## src/rtl/trigger_capture_timer_pkg.sv

```systemverilog
// Shared definitions for the trigger capture timer: FSM encoding and parameter defaults.
package trigger_capture_timer_pkg;

  localparam int unsigned COUNT_WIDTH_DEF = 32;
  localparam int unsigned TIMEOUT_DEF     = 16777215;
  localparam int unsigned MIN_PULSE_DEF   = 8;

  typedef enum logic [1:0] {
    ST_IDLE    = 2'd0,
    ST_ARMED   = 2'd1,
    ST_CAPTURE = 2'd2,
    ST_DONE    = 2'd3
  } state_t;

  // Bits needed to hold values 0..max_val.
  function automatic int unsigned cnt_bits(input int unsigned max_val);
    return (max_val < 2) ? 1 : $clog2(max_val + 1);
  endfunction

endpackage

```

## src/rtl/trigger_capture_timer_if.sv

```systemverilog
// Control/status bundle between a capture controller (master) and the timer (slave).
interface trigger_capture_timer_if
  import trigger_capture_timer_pkg::*;
#(
  parameter int unsigned pCOUNT_WIDTH = COUNT_WIDTH_DEF
);

  logic                    trig_in;
  logic                    arm;
  logic                    abort;
  logic                    busy;
  logic                    done;
  logic                    timeout;
  logic [pCOUNT_WIDTH-1:0] cycle_count;
  logic                    trig_stretch;

  modport master (
    output trig_in, arm, abort,
    input  busy, done, timeout, cycle_count, trig_stretch
  );

  modport slave (
    input  trig_in, arm, abort,
    output busy, done, timeout, cycle_count, trig_stretch
  );

endinterface

```

## src/rtl/trigger_capture_timer_stretch.sv

```systemverilog
// Registered trigger copy, held high at least pMIN_PULSE cycles from each rising edge.
module trig_pulse_stretch
  import trigger_capture_timer_pkg::*;
#(
  parameter int unsigned pMIN_PULSE = MIN_PULSE_DEF
) (
  input  logic ext_clock,
  input  logic reset_n,
  input  logic trig_in,
  output logic trig_stretch
);

  // The rising-edge cycle is the first of the minimum, so reload with one less.
  localparam logic [7:0] HOLD = 8'(pMIN_PULSE - 1);

  logic       trig_q;
  logic [7:0] rem_q;
  logic       str_q;

  always_ff @(posedge ext_clock) begin
    if (!reset_n) begin
      trig_q <= 1'b0;
      rem_q  <= '0;
      str_q  <= 1'b0;
    end else begin
      trig_q <= trig_in;
      if (trig_in && !trig_q) begin
        str_q <= 1'b1;
        rem_q <= HOLD;
      end else if (trig_in) begin
        str_q <= 1'b1;
        if (rem_q != '0) rem_q <= rem_q - 8'd1;
      end else if (rem_q != '0) begin
        str_q <= 1'b1;
        rem_q <= rem_q - 8'd1;
      end else begin
        str_q <= 1'b0;
      end
    end
  end

  assign trig_stretch = str_q;

endmodule

```

## src/rtl/trigger_capture_timer.sv

```systemverilog
// Arms on request, waits for a clean trigger rising edge, counts trigger-high cycles, times out if none.
module trigger_capture_timer
  import trigger_capture_timer_pkg::*;
#(
  parameter int unsigned pCOUNT_WIDTH = COUNT_WIDTH_DEF,
  parameter int unsigned pTIMEOUT     = TIMEOUT_DEF,
  parameter int unsigned pMIN_PULSE   = MIN_PULSE_DEF
) (
  input  logic                 ext_clock,
  input  logic                 reset_n,
  trigger_capture_timer_if.slave bus
);

  localparam int unsigned      TCNT_W    = cnt_bits(pTIMEOUT);
  localparam logic [TCNT_W-1:0] TCNT_LAST = TCNT_W'(pTIMEOUT - 1);

  state_t                  state_q, state_d;
  logic                    trig_q;
  logic [TCNT_W-1:0]       tcnt_q, tcnt_d;
  logic [pCOUNT_WIDTH-1:0] cnt_q, cnt_d;
  logic                    to_q, to_d;
  logic                    busy_q, busy_d;
  logic                    done_q, done_d;
  logic                    trig_rise, tcnt_hit, cnt_full;
  logic                    stretch;

  // trig_q tracks trig_in in every state, so a level already high at arm is never an edge.
  assign trig_rise = bus.trig_in && !trig_q;
  assign tcnt_hit  = (tcnt_q == TCNT_LAST);
  assign cnt_full  = &cnt_q;

  always_ff @(posedge ext_clock) begin
    if (!reset_n) begin
      state_q <= ST_IDLE;
      trig_q  <= 1'b0;
      tcnt_q  <= '0;
      cnt_q   <= '0;
      to_q    <= 1'b0;
      busy_q  <= 1'b0;
      done_q  <= 1'b0;
    end else begin
      state_q <= state_d;
      trig_q  <= bus.trig_in;
      tcnt_q  <= tcnt_d;
      cnt_q   <= cnt_d;
      to_q    <= to_d;
      busy_q  <= busy_d;
      done_q  <= done_d;
    end
  end

  always_comb begin
    state_d = state_q;
    if (bus.abort) begin
      state_d = ST_IDLE;
    end else begin
      case (state_q)
        ST_IDLE, ST_DONE: if (bus.arm) state_d = ST_ARMED;
        ST_ARMED: begin
          if (trig_rise)     state_d = ST_CAPTURE;
          else if (tcnt_hit) state_d = ST_DONE;
        end
        ST_CAPTURE: if (!bus.trig_in) state_d = ST_DONE;
        default: state_d = ST_IDLE;
      endcase
    end
  end

  // Next values of every registered output, so status lines change on the same edge as the state.
  always_comb begin
    cnt_d  = cnt_q;
    to_d   = to_q;
    tcnt_d = tcnt_q;
    busy_d = (state_d == ST_ARMED) || (state_d == ST_CAPTURE);
    done_d = (state_d == ST_DONE);
    if (bus.abort) begin
      cnt_d  = '0;
      to_d   = 1'b0;
      tcnt_d = '0;
    end else begin
      case (state_q)
        ST_IDLE, ST_DONE: begin
          if (bus.arm) begin
            cnt_d  = '0;
            to_d   = 1'b0;
            tcnt_d = '0;
          end
        end
        ST_ARMED: begin
          tcnt_d = tcnt_q + 1'b1;
          if (trig_rise) begin
            cnt_d = pCOUNT_WIDTH'(1);
          end else if (tcnt_hit) begin
            to_d  = 1'b1;
            cnt_d = '0;
          end
        end
        ST_CAPTURE: begin
          if (bus.trig_in && !cnt_full) cnt_d = cnt_q + 1'b1;
        end
        default: ;
      endcase
    end
  end

  trig_pulse_stretch #(
    .pMIN_PULSE(pMIN_PULSE)
  ) u_stretch (
    .ext_clock   (ext_clock),
    .reset_n     (reset_n),
    .trig_in     (bus.trig_in),
    .trig_stretch(stretch)
  );

  assign bus.busy         = busy_q;
  assign bus.done         = done_q;
  assign bus.timeout      = to_q;
  assign bus.cycle_count  = cnt_q;
  assign bus.trig_stretch = stretch;

endmodule

```

## src/flat_wrapper.sv

```systemverilog
// flat-port wrapper written by rule: the top's interface ports become plain ports
module trigger_capture_timer_flat import trigger_capture_timer_pkg::*;
#(
  parameter int unsigned pCOUNT_WIDTH = COUNT_WIDTH_DEF,
  parameter int unsigned pTIMEOUT     = TIMEOUT_DEF,
  parameter int unsigned pMIN_PULSE   = MIN_PULSE_DEF
)
  (ext_clock, reset_n, bus_trig_in, bus_arm, bus_abort, bus_busy, bus_done, bus_timeout, bus_cycle_count, bus_trig_stretch);
  trigger_capture_timer_if #(.pCOUNT_WIDTH(pCOUNT_WIDTH)) bus_i ();
  input  logic ext_clock;
  input  logic reset_n;
  input wire logic [$bits(bus_i.trig_in)-1:0] bus_trig_in;
  input wire logic [$bits(bus_i.arm)-1:0] bus_arm;
  input wire logic [$bits(bus_i.abort)-1:0] bus_abort;
  output wire logic [$bits(bus_i.busy)-1:0] bus_busy;
  output wire logic [$bits(bus_i.done)-1:0] bus_done;
  output wire logic [$bits(bus_i.timeout)-1:0] bus_timeout;
  output wire logic [$bits(bus_i.cycle_count)-1:0] bus_cycle_count;
  output wire logic [$bits(bus_i.trig_stretch)-1:0] bus_trig_stretch;
  assign bus_i.trig_in = bus_trig_in;
  assign bus_i.arm = bus_arm;
  assign bus_i.abort = bus_abort;
  assign bus_busy = bus_i.busy;
  assign bus_done = bus_i.done;
  assign bus_timeout = bus_i.timeout;
  assign bus_cycle_count = bus_i.cycle_count;
  assign bus_trig_stretch = bus_i.trig_stretch;
  trigger_capture_timer #(.pCOUNT_WIDTH(pCOUNT_WIDTH), .pTIMEOUT(pTIMEOUT), .pMIN_PULSE(pMIN_PULSE)) u_core (.ext_clock(ext_clock), .reset_n(reset_n), .bus(bus_i));
endmodule
```

## config.mk

```make
export PLATFORM = sky130hd
export DESIGN_NAME = trigger_capture_timer_flat
export DESIGN_NICKNAME = d
export VERILOG_FILES = /design/src/rtl/trigger_capture_timer_pkg.sv /design/src/rtl/trigger_capture_timer_if.sv /design/src/rtl/trigger_capture_timer_stretch.sv /design/src/rtl/trigger_capture_timer.sv /design/src/flat_wrapper.sv
export SDC_FILE = /design/constraint.sdc
export NUM_CORES = 1
export LEC_CHECK = 0
export CORE_MARGIN = 4
export CORE_UTILIZATION = 60
export CTS_BUF_LIST = sky130_fd_sc_hd__clkbuf_8
export DETAILED_ROUTE_END_ITERATION = 10
export GPL_TIMING_DRIVEN = 1
export PLACE_DENSITY = 0.85
export SLEW_MARGIN = 20
export SYNTH_ARGS = -nofsm -noshare
export SYNTH_HDL_FRONTEND = slang
export SYNTH_SLANG_ARGS = --single-unit
```

## constraint.sdc

```tcl
create_clock -name ext_clock -period 6.9 [get_ports ext_clock]
set_clock_uncertainty 0.05 [all_clocks]
set_input_delay 1.38 -clock ext_clock [delete_from_list [all_inputs] [get_ports ext_clock]]
set_output_delay 1.38 -clock ext_clock [all_outputs]
set_load 0.03 [all_outputs]
```

==> flow_summary_export.csv, run 1 <==
group,metric,value,unit
logic_synthesis,synth.net_count,439,
worst_setup_path,reg2regPathDepth,7,
hold_path,hold_crit_path_type,"flop to flop",
place,dp_hpwl,5420,um
global_routing,antenna_found_initial,0,
logic_synthesis,netlist_instances,426,
clock_network,max-clock-path-buffers,2,
pwr,pwr_density_cell,210,nW/um2
outcome,run_status,"completed",
logic_synthesis,post_synthesis_cell_type_with_the_largest_combined_area,"sky130_fd_sc_hd__dfxtp_1",
sta,slew_headroom,33.5,%
cells_and_area,nNetsFinal,473,
logic_synthesis,synth_seq_cells,71,
pwr,sw_frac_of_total,26.6,%
sta,setup_tns,0,ns
pwr,power_switching,0.233,mW
clock_network,clock_tree_from_tritoncts,"built",
pwr,cell_internal_pwr,0.641,mW
clock_network,clock_slew_at_the_register_clock_pins_of_the_worst_setup_and_hold_paths,0.08,ns
pwr,irDropWorstVdd,0.000137,V
sta,grt_setup_unrepaired,"false",
detailed_routing,firstDrtPassIters,5,
logic_synthesis,post_synth_num_cell_types,46,
cells_and_area,area_growth,17.5,%
detailed_routing,drt-vias-per-instance,6.11,
detailed_routing,avgRoutedWirePerCell,15.0,um
die,rows,27,
worst_setup_path,timing.reg2reg.setup_slack,3.77,ns
worst_setup_path,kind_of_end_point_of_the_critical_path,"flop",
die,die_height,84.9,um
clock_network,cts-resized-gates,0,
logic_synthesis,synthDominantCellAreaShare,40.1,%
place,place.gp.congestion,0.812,
hold_path,hold_path_end,"u_core.bus.timeout$_SDFFE_PP0P_",
die,core_region_area,5610,um2
worst_setup_path,capture_point_of_the_worst_reg_to_reg_path,"u_core.bus.cycle_count[15]$_SDFFE_PP0P_",
clock_network,cts.sinks,71,
cells_and_area,layout.cell_area.non_filler,4170,um2
detailed_routing,dr.first_iter.drc_count,246,
global_routing,grt_pass1_wl,13700,um
logic_synthesis,synth_commonest_cells,"71 x sky130_fd_sc_hd__dfxtp_1, 55 x sky130_fd_sc_hd__nor2_1, 43 x sky130_fd_sc_hd__nand2_1",
sta,report.final.setup_viol,0,
logic_synthesis,synth_area_per_cell,8.32,um2
detailed_routing,drc,0,
cells_and_area,multiInputGateArea,2010,um2
clock_network,clock_tree.root_cell,"sky130_fd_sc_hd__clkbuf_8",
place,dpl-instance-area,3970,um2
sta,tightestPinTransition,0.993,ns
worst_setup_path,worst-endpoint-arrival,3.81,ns
detailed_routing,route.antenna.remaining_nets,0,
worst_setup_path,worstSetupStartpointType,"input pin",
global_routing,groute.usage.overall,22.9,%
worst_setup_path,crit_type,"input pin to flop",
global_routing,gr-total-overflow,0,
sta,hold_violations,0,
die,design.portCount,41,
pwr,pwr-share-seq,50.0,%
pwr,clock_power_share,37.9,%
logic_synthesis,number_of_enable_type_register_cells_in_the_synthesized_netlist,0,
cells_and_area,layout.filler_cells,454,
die,initial_core_util,63.2,%
flow_run,maxCapViolCount,0,
worst_setup_path,timing.critical_path.required,7.13,ns
place,io_buffer_count,40,
sta,report.final.slew_viol_count,0,
hold_path,whs_path_depth,2,
cells_and_area,insertedDiodeCount,0,
die,floorplan_die_width,84.9,um
logic_synthesis,synth_seq_area_share,40.1,%
hold_path,hold_start,"u_core.bus.timeout$_SDFFE_PP0P_",
worst_setup_path,worstReg2RegStart,"u_core.state_q[0]$_SDFF_PN0_",
pwr,static_leakage,1.44,nW
worst_setup_path,critical_path.max_fanout,31,
cells_and_area,final-seq-area,1420,um2
sta,timing.final.crit_share,51.9,%
clock_network,cts_buffers,9,
logic_synthesis,ys_async_sr_fraction,0,%
pwr,comb_power_share,12.2,%
detailed_routing,routed_wl,8060,um
logic_synthesis,synth.area.top_cells,"sky130_fd_sc_hd__dfxtp_1 40%, sky130_fd_sc_hd__nor2_1 5.8%, sky130_fd_sc_hd__xor2_1 4.9%",
clock_network,cts.repair_timing.setup_buffer_count,0,
clock_network,ctsHtreeMaxLevel,3,
global_routing,first_global_vias,3038,
logic_synthesis,dominantRegCellSynth,"sky130_fd_sc_hd__dfxtp_1",
die,dieArea,7200,um2
clock_network,postCtsHoldBufs,0,
detailed_routing,route.vias.total,3281,
logic_synthesis,mappedNetlistArea,3550,um2
pwr,report.power.total,0.874,mW
sta,period_minus_slack,3.58,ns
clock_network,worst_skew_pair.late_latency,0.35,ns
cells_and_area,post_route_cells_drive_above_1_share,6.67,%
global_routing,grt_start_max_net_pins,35,
sta,clock.fmax,0.279,GHz
logic_synthesis,synth_most_common_cell,"sky130_fd_sc_hd__dfxtp_1",
logic_synthesis,synth-warning-count,0,
cells_and_area,final_util,74.3,%
cell usage in the layout, fill, tap and decap left out, drive strengths merged, types with 2 or more instances in the layout:
cell type / count
xor2: 20
nand2b: 10
buf: 2
or3: 7
nor3: 8
o31ai: 10
and3: 6
nor2: 55
dfxtp: 71
o41ai: 4
a21oi: 26
o32ai: 4
nor4: 3
ha: 8
and4: 8
nand2: 43
nand4: 18
nand3: 20
o211ai: 18
clkinv: 3
a31oi: 8
clkdlybuf4s50: 40
or2: 2
and2: 9
clkinvlp: 2
xnor2: 8
nor2b: 2
inv: 8
o21ai: 18
clkbuf: 10
mux2i: 2
cell families (layout without fill, tap and decap cells):
| family | count (synthesis) | in the layout | share of synthesized area [%] |
|---|---|---|---|
| AO/OA/AOI/OAI | 95 | 95 | 17.5 |
| XOR/XNOR | 28 | 28 | 6.92 |
| adder cells (fa/ha/maj) | 8 | 8 | 2.82 |
| buffers and inverters | 27 | 66 | 3.25 |
| flip-flops | 71 | 71 | 40.1 |
| multiplexers | 2 | 2 | 0.565 |
| AND/OR/NAND/NOR | 195 | 195 | 28.8 |
power groups by stage:
stage	Combinational, mW	Sequential, mW	Clock, mW
global placement	0.102	0.444	0
detailed placement	0.104	0.445	0
global route	0.118	0.438	0.353
floorplan	0.0816	0.446	0
finish	0.106	0.436	0.331
CTS	0.106	0.436	0.331
state kept, by name (all words and copies together) (netlist names):
name                           flops
u_core.bus.cycle_count            32
u_core.tcnt_q                     24
u_core.u_stretch.rem_q             8
u_core.state_q                     2
u_core.bus.busy                    1
u_core.bus.done                    1
u_core.bus.timeout                 1
u_core.trig_q                      1
u_core.u_stretch.trig_stretch      1
final cells by class:
| type | count | share of cell area [%] |
|---|---|---|
| Tap cell | 72 | 2.16 |
| Sequential cell | 71 | 34.1 |
| Timing Repair Buffer | 42 | 9.97 |
| Multi-Input combinational cell | 328 | 48.3 |
| Inverter | 8 | 0.721 |
| Clock buffer | 10 | 3.30 |
| Clock inverter | 6 | 1.44 |
worst max-delay path by stage:
stage	startpoint	end	cells after the start
6_report	reset_n	u_core.bus.cycle_count[15]$_SDFFE_PP0P_	8
5_1_grt	reset_n	u_core.bus.cycle_count[10]$_SDFFE_PP0P_	8
4_1_cts	reset_n	u_core.bus.cycle_count[15]$_SDFFE_PP0P_	8
3_5_place_dp	reset_n	u_core.bus.cycle_count[15]$_SDFFE_PP0P_	8
3_3_place_gp	reset_n	u_core.bus.cycle_count[26]$_SDFFE_PP0P_	8
2_1_floorplan	bus_trig_in	u_core.bus.cycle_count[23]$_SDFFE_PP0P_	7
metal layers:
| metal | wire (um) | part of all wire (%) | global-route usage, % |
|---|---|---|---|
| met4 | 127 | 1.6 | 9.78 |
| met2 | 3970 | 49 | 38.2 |
| met1 | 3580 | 44 | 29.2 |
| met5 | 0 | 0 | 0 |
| met3 | 384 | 4.8 | 4.08 |
stage by stage:
step	setup WS (ns)	hold WS [ns]	instances
after floorplan	4.07	0.398	426
after global placement	3.03	0.413	521
after detailed placement	2.97	0.424	521
after CTS	3.32	0.441	537
after global routing	3.14	0.469	537
final	3.32	0.437	537
critical path: stages:
cell	delay, ns
sky130_fd_sc_hd__clkdlybuf4s50_1	0.56
sky130_fd_sc_hd__inv_1	0.13
sky130_fd_sc_hd__nor2_2	0.10
sky130_fd_sc_hd__buf_4	0.31
sky130_fd_sc_hd__nand3_1	0.12
sky130_fd_sc_hd__a211o_1	0.64
sky130_fd_sc_hd__or3_1	0.46
sky130_fd_sc_hd__o21ai_1	0.08
Note: power is estimated with default switching activity, not from simulation.
==> inputs of run 2 (changes only) <==
CORE_UTILIZATION = 58   (was 60)
PLACE_DENSITY = 0.82   (was 0.85)
clock period = 3.6 ns   (was 6.9 ns; I/O delays follow)
==> run 2 against run 1 <==
  * Largest power group unchanged
  * Worst setup slack got worse by 2.6 ns
  * Final area rose by 0.57%
  * Die area grew 3.1%
  * Core utilization decreased by 3.5 points
  * Sequential cell count unchanged
  * Cell count grew 0.93%
  * Register-to-register slack got worse by 3.0 ns
  * Critical path depth decreased by 1
  * Via count down 1.1%
==> flow_summary_export.csv, run 2 (same netlist as run 1, synthesis figures left out) <==
group,metric,value,unit
outcome,run_status,"completed",
sta,hold_violations,0,
detailed_routing,dr.first_iter.drc_count,295,
clock_network,cts.sinks,71,
worst_setup_path,crit_start,"u_core.bus.cycle_count[0]$_SDFFE_PP0P_",
clock_network,ctsHtreeMaxLevel,3,
die,dieArea,7430,um2
clock_network,clock_tree.root_cell,"sky130_fd_sc_hd__clkbuf_8",
sta,timing.final.crit_share,79.7,%
place,io_buffer_count,40,
worst_setup_path,worstReg2RegStart,"u_core.bus.cycle_count[0]$_SDFFE_PP0P_",
clock_network,worst_skew_pair.late_latency,0.35,ns
sta,report.final.slew_viol_count,0,
worst_setup_path,critical_path.max_fanout,28,
sta,slew_headroom,39.8,%
clock_network,max-clock-path-buffers,2,
die,rows,28,
sta,tightestPinTransition,0.903,ns
cells_and_area,final_util,70.8,%
sta,clock.fmax,0.349,GHz
cells_and_area,most_frequent_standard_cell_in_the_layout_excluding_fill_and_tap_cells,"sky130_fd_sc_hd__dfxtp_1",
die,design.portCount,41,
worst_setup_path,worst-endpoint-arrival,3.05,ns
hold_path,hold_crit_path_type,"flop to flop",
detailed_routing,routed_wl,7910,um
cells_and_area,nNetsFinal,475,
clock_network,cts-resized-gates,0,
clock_network,cts.repair_timing.setup_buffer_count,0,
die,initial_core_util,59.9,%
die,core_region_area,5920,um2
place,place.gp.congestion,0.823,
worst_setup_path,timing.critical_path.required,3.78,ns
detailed_routing,route.vias.total,3245,
worst_setup_path,kind_of_end_point_of_the_critical_path,"flop",
sta,period_minus_slack,2.87,ns
sta,report.final.setup_viol,0,
global_routing,antenna_found_initial,0,
clock_network,clock_tree_from_tritoncts,"built",
cells_and_area,top_library_cells_by_usage_in_the_layout_fill_and_taps_aside,"71 x sky130_fd_sc_hd__dfxtp_1, 54 x sky130_fd_sc_hd__nor2_1, 43 x sky130_fd_sc_hd__nand2_1",
cells_and_area,post_route_cells_drive_above_1_share,7.07,%
place,dp_hpwl,5460,um
die,die_height,86.2,um
pwr,static_leakage,1.46,nW
cells_and_area,area_growth,18.2,%
flow_run,maxCapViolCount,0,
cells_and_area,insertedDiodeCount,0,
sta,setup_tns,0,ns
clock_network,postCtsHoldBufs,0,
detailed_routing,drt-vias-per-instance,5.99,
die,floorplan_die_width,86.2,um
hold_path,hold_start,"u_core.u_stretch.rem_q[3]$_SDFFE_PP0P_",
cells_and_area,largest_register_ff_count,32,
clock_network,cts_buffers,9,
detailed_routing,route.antenna.remaining_nets,0,
clock_network,clock_slew_at_the_register_clock_pins_of_the_worst_setup_and_hold_paths,0.08,ns
global_routing,grt_pass1_wl,13500,um
cells_and_area,layout.filler_cells,477,
pwr,pwr_density_cell,401,nW/um2
global_routing,grt_start_max_net_pins,35,
worst_setup_path,worstSetupStartpointType,"flop",
global_routing,groute.usage.overall,22.5,%
global_routing,first_global_vias,2839,
detailed_routing,avgRoutedWirePerCell,14.6,um
worst_setup_path,crit_type,"flop to flop",
global_routing,gr-total-overflow,0,
detailed_routing,firstDrtPassIters,5,
sta,grt_setup_unrepaired,"false",
detailed_routing,drc,0,
pwr,irDropWorstVdd,0.000305,V
## run 2: cell types whose count changed in the layout (fill, tap and decap cells not counted), sizes merged
cell,delta
buf,+2
clkinv,+1
clkinvlp,-2
inv,+1
## run 2: area by class of cell
class	instances	area [um2]	share of cell area [%]
Multi-Input combinational cell	328	2020	48.1
Sequential cell	71	1420	33.9
Timing Repair Buffer	44	430	10.3
Clock buffer	10	138	3.28
Tap cell	75	93.8	2.24
Clock inverter	6	61.3	1.46
Inverter	8	30.0	0.717
## run 2: path summary, 6_finish.rpt
path	end	cells after the start	slack, ns
min reg2reg	u_core.u_stretch.rem_q[3]$_SDFFE_PP0P_	2	0.42
max	u_core.bus.cycle_count[10]$_SDFFE_PP0P_	7	0.73
min	u_core.u_stretch.rem_q[3]$_SDFFE_PP0P_	2	0.42
max reg2reg	u_core.bus.cycle_count[10]$_SDFFE_PP0P_	7	0.73
## run 2: where the power goes
part / total [mW] / switching, mW / internal [mW]
combinational: 0.201 / 0.121 / 0.0795
sequential: 0.836 / 0.0224 / 0.813
clock: 0.644 / 0.308 / 0.336
## run 2: layer usage
| metal | wire (um) | global-route usage, % | vias up |
|---|---|---|---|
| met5 | 0 | 0 | - |
| met4 | 109 | 7.37 | 0 |
| met3 | 486 | 5.51 | 12 |
| met2 | 3760 | 36.2 | 98 |
| met1 | 3560 | 29.7 | 1516 |
| li1 | - | - | 1619 |
## run 2: critical path: stages (launching register included)
cell	delay (ns)
sky130_fd_sc_hd__dfxtp_1	0.43
sky130_fd_sc_hd__ha_1	0.24
sky130_fd_sc_hd__and3_1	0.24
sky130_fd_sc_hd__nand4_2	0.24
sky130_fd_sc_hd__nor3_2	0.48
sky130_fd_sc_hd__a211o_1	0.78
sky130_fd_sc_hd__or3_1	0.20
sky130_fd_sc_hd__o21ai_0	0.08
## run 2: per-stage QoR
step	cell area [um2]	worst slack, ns	cells	total power, mW	hold slack [ns]
6_report	4190	0.731	542	1.68	0.425
5_1_grt	4190	0.424	542	1.75	0.466
4_1_cts	4190	0.761	542	1.68	0.427
3_5_place_dp	3990	0.551	526	1.05	0.416
3_3_place_gp	3990	0.602	526	1.05	0.419
2_1_floorplan	3550	1.22	426	1.01	0.398
==> inputs of run 3 (changes only) <==
clock period = 2.9 ns   (was 3.6 ns; I/O delays follow)
==> run 3 against run 2 <==
  * Hold slack improved by 0.0062 ns
  * Clock-buffer cell count unchanged
  * Cell count increased by 1.8%
  * Global-route usage increased by 0.59 points
  * Sequential share of layout area decreased by 0.75 points
  * Register-to-register slack got worse by 0.31 ns
  * Sequential cell count unchanged
  * Sequential power increased by 24%
  * Core utilization increased by 1.6 points
  * Combinational power increased by 28%
  * First-iteration DRC count decreased by 32%
  * Largest power group unchanged
  * Highest routed layer unchanged
==> flow_summary_export.csv, run 3 (same netlist as run 1, synthesis figures left out) <==
group,metric,value,unit
global_routing,grt_pass1_wl,14000,um
worst_setup_path,timing.critical_path.required,3.13,ns
cells_and_area,insertedDiodeCount,0,
pwr,report.power.total,2.17,mW
clock_network,cts-resized-gates,0,
worst_setup_path,worstReg2RegStart,"u_core.bus.cycle_count[0]$_SDFFE_PP0P_",
sta,timing.final.crit_share,85.5,%
die,rows,28,
sta,hold_violations,0,
clock_network,clock_tree.root_cell,"sky130_fd_sc_hd__clkbuf_8",
flow_run,maxCapViolCount,0,
clock_network,max-clock-path-buffers,2,
clock_network,cts.sinks,71,
detailed_routing,drt-vias-per-instance,5.96,
pwr,irDropWorstVdd,0.000360,V
die,dieArea,7430,um2
place,io_buffer_count,40,
sta,tightestPinTransition,0.505,ns
cells_and_area,largest_register_ff_count,32,
clock_network,cts_buffers,9,
hold_path,hold_path_end,"u_core.u_stretch.rem_q[3]$_SDFFE_PP0P_",
detailed_routing,avgRoutedWirePerCell,15.0,um
detailed_routing,firstDrtPassIters,4,
pwr,static_leakage,1.51,nW
place,place.gp.congestion,0.844,
worst_setup_path,crit_type,"flop to flop",
detailed_routing,dr.first_iter.drc_count,201,
sta,worst_hold_slack,0.431,ns
cells_and_area,area_growth,20.9,%
detailed_routing,route.antenna.remaining_nets,0,
place,dp_hpwl,5710,um
die,initial_core_util,59.9,%
worst_setup_path,critical-path-max-stage-delay,0.50,ns
hold_path,hold_crit_path_type,"flop to flop",
worst_setup_path,timing.reg2reg.setup_slack,0.42,ns
die,core_region_area,5920,um2
worst_setup_path,kind_of_end_point_of_the_critical_path,"flop",
cells_and_area,nNetsFinal,485,
clock_network,postCtsHoldBufs,0,
detailed_routing,wl_met2,4060,um
clock_network,worst_skew_pair.late_latency,0.35,ns
die,design.portCount,41,
outcome,run_status,"completed",
global_routing,grt_start_max_net_pins,31,
die,floorplan_die_width,86.2,um
sta,report.final.setup_viol,0,
global_routing,antenna_found_initial,0,
sta,grt_setup_unrepaired,"false",
global_routing,gr-total-overflow,0,
cells_and_area,top_library_cells_by_usage_in_the_layout_fill_and_taps_aside,"71 x sky130_fd_sc_hd__dfxtp_1, 54 x sky130_fd_sc_hd__nor2_1, 43 x sky130_fd_sc_hd__nand2_1",
clock_network,ctsHtreeMaxLevel,3,
worst_setup_path,worst-endpoint-arrival,2.71,ns
clock_network,clock_slew_at_the_register_clock_pins_of_the_worst_setup_and_hold_paths,0.08,ns
global_routing,groute.usage.overall,23.1,%
sta,period_minus_slack,2.48,ns
sta,slew_headroom,65.4,%
detailed_routing,wl_met3,437,um
detailed_routing,topRoutingLayerUsed,"met4",
hold_path,whs_path_depth,2,
clock_network,clock_tree_from_tritoncts,"built",
die,die_height,86.2,um
sta,report.final.slew_viol_count,0,
sta,setup_tns,0,ns
worst_setup_path,worstSetupStartpointType,"flop",
detailed_routing,routed_wl,8260,um
detailed_routing,drc,0,
worst_setup_path,critPathSlowestCell,"sky130_fd_sc_hd__or4b_1",
worst_setup_path,reg2regPathDepth,8,
detailed_routing,route.vias.total,3291,
cells_and_area,most_frequent_standard_cell_in_the_layout_excluding_fill_and_tap_cells,"sky130_fd_sc_hd__dfxtp_1",
worst_setup_path,crit_chain,"ha_1, and3_1, nand4_2, nor3_2, buf_4, a311o_4, or4b_1, a21oi_1",
cells_and_area,post_route_cells_drive_above_1_share,8.81,%
detailed_routing,wirelength_met1,3640,um
worst_setup_path,critical_path.max_fanout,8,
sta,clock.fmax,0.403,GHz
worst_setup_path,capture_point_of_the_worst_reg_to_reg_path,"u_core.bus.cycle_count[23]$_SDFFE_PP0P_",
global_routing,first_global_vias,3030,
hold_path,hold_start,"u_core.u_stretch.rem_q[3]$_SDFFE_PP0P_",
clock_network,cts.repair_timing.setup_buffer_count,0,
pwr,pwr_density_cell,507,nW/um2
==> run 3: changes by cell type in the layout (fill, tap and decap cells not counted), sizes merged <==
cell,change
buf,+10
bufinv,+1
clkinv,-2
clkinvlp,+1
==> run 3: how the worst max path moves through the flow <==
stage	start	to	slack [ns]	cells past startpoint
2_1_floorplan	u_core.bus.cycle_count[0]$_SDFFE_PP0P_	u_core.bus.cycle_count[0]$_SDFFE_PP0P_	0.52	8
3_3_place_gp	bus_arm	u_core.bus.cycle_count[23]$_SDFFE_PP0P_	0.35	6
3_5_place_dp	bus_arm	u_core.bus.cycle_count[23]$_SDFFE_PP0P_	0.32	6
4_1_cts	u_core.bus.cycle_count[0]$_SDFFE_PP0P_	u_core.bus.cycle_count[23]$_SDFFE_PP0P_	0.42	8
5_1_grt	u_core.bus.cycle_count[0]$_SDFFE_PP0P_	u_core.bus.cycle_count[10]$_SDFFE_PP0P_	0.30	9
6_report	u_core.bus.cycle_count[0]$_SDFFE_PP0P_	u_core.bus.cycle_count[23]$_SDFFE_PP0P_	0.42	8
==> run 3: power by group <==
group / switching (mW) / total (mW) / internal (mW)
logic: 0.154 / 0.258 / 0.105
clock network: 0.371 / 0.875 / 0.504
registers: 0.0276 / 1.04 / 1.01
total: 0.552 / 2.17 / 1.62
==> run 3: critical path, delay by kind of cell, from the launching register on <==
family / cells / cell delay, ns
DFF: 1 / 0.37
and+or+nand+nor: 4 / 1.02
buffers and inverters: 1 / 0.16
AOI/OAI and AO/OA: 2 / 0.54
adders and majority gates: 1 / 0.27
==> run 3: area by class of cell <==
| class | count | area [um2] |
|---|---|---|
| flip-flops and latches | 71 | 1420 |
| repair buffers | 54 | 505 |
| fillers | 453 | 1640 |
| well taps | 75 | 93.8 |
| multi-input cells | 328 | 2010 |
| inverters | 8 | 30.0 |
| clock inverters | 6 | 85.1 |
| clock buffers | 10 | 138 |
==> run 3: metrics by stage <==
stage | std cells | worst slack (ns) | util, % | cell area (um2)
2_1_floorplan | 426 | 0.521 | - | 3550
3_3_place_gp | 536 | 0.348 | 68.6 | 4060
3_5_place_dp | 536 | 0.321 | 68.6 | 4060
4_1_cts | 552 | 0.423 | 72.4 | 4290
5_1_grt | 552 | 0.296 | 72.4 | 4290
6_report | 552 | 0.421 | 72.4 | 4290
==> run 3: routing by layer <==
| layer | global-route usage, % | vias up |
|---|---|---|
| li1 | - | 1631 |
| met1 | 28.8 | 1553 |
| met2 | 39.0 | 94 |
| met3 | 4.75 | 13 |
| met4 | 9.21 | 0 |
| met5 | 0 | - |
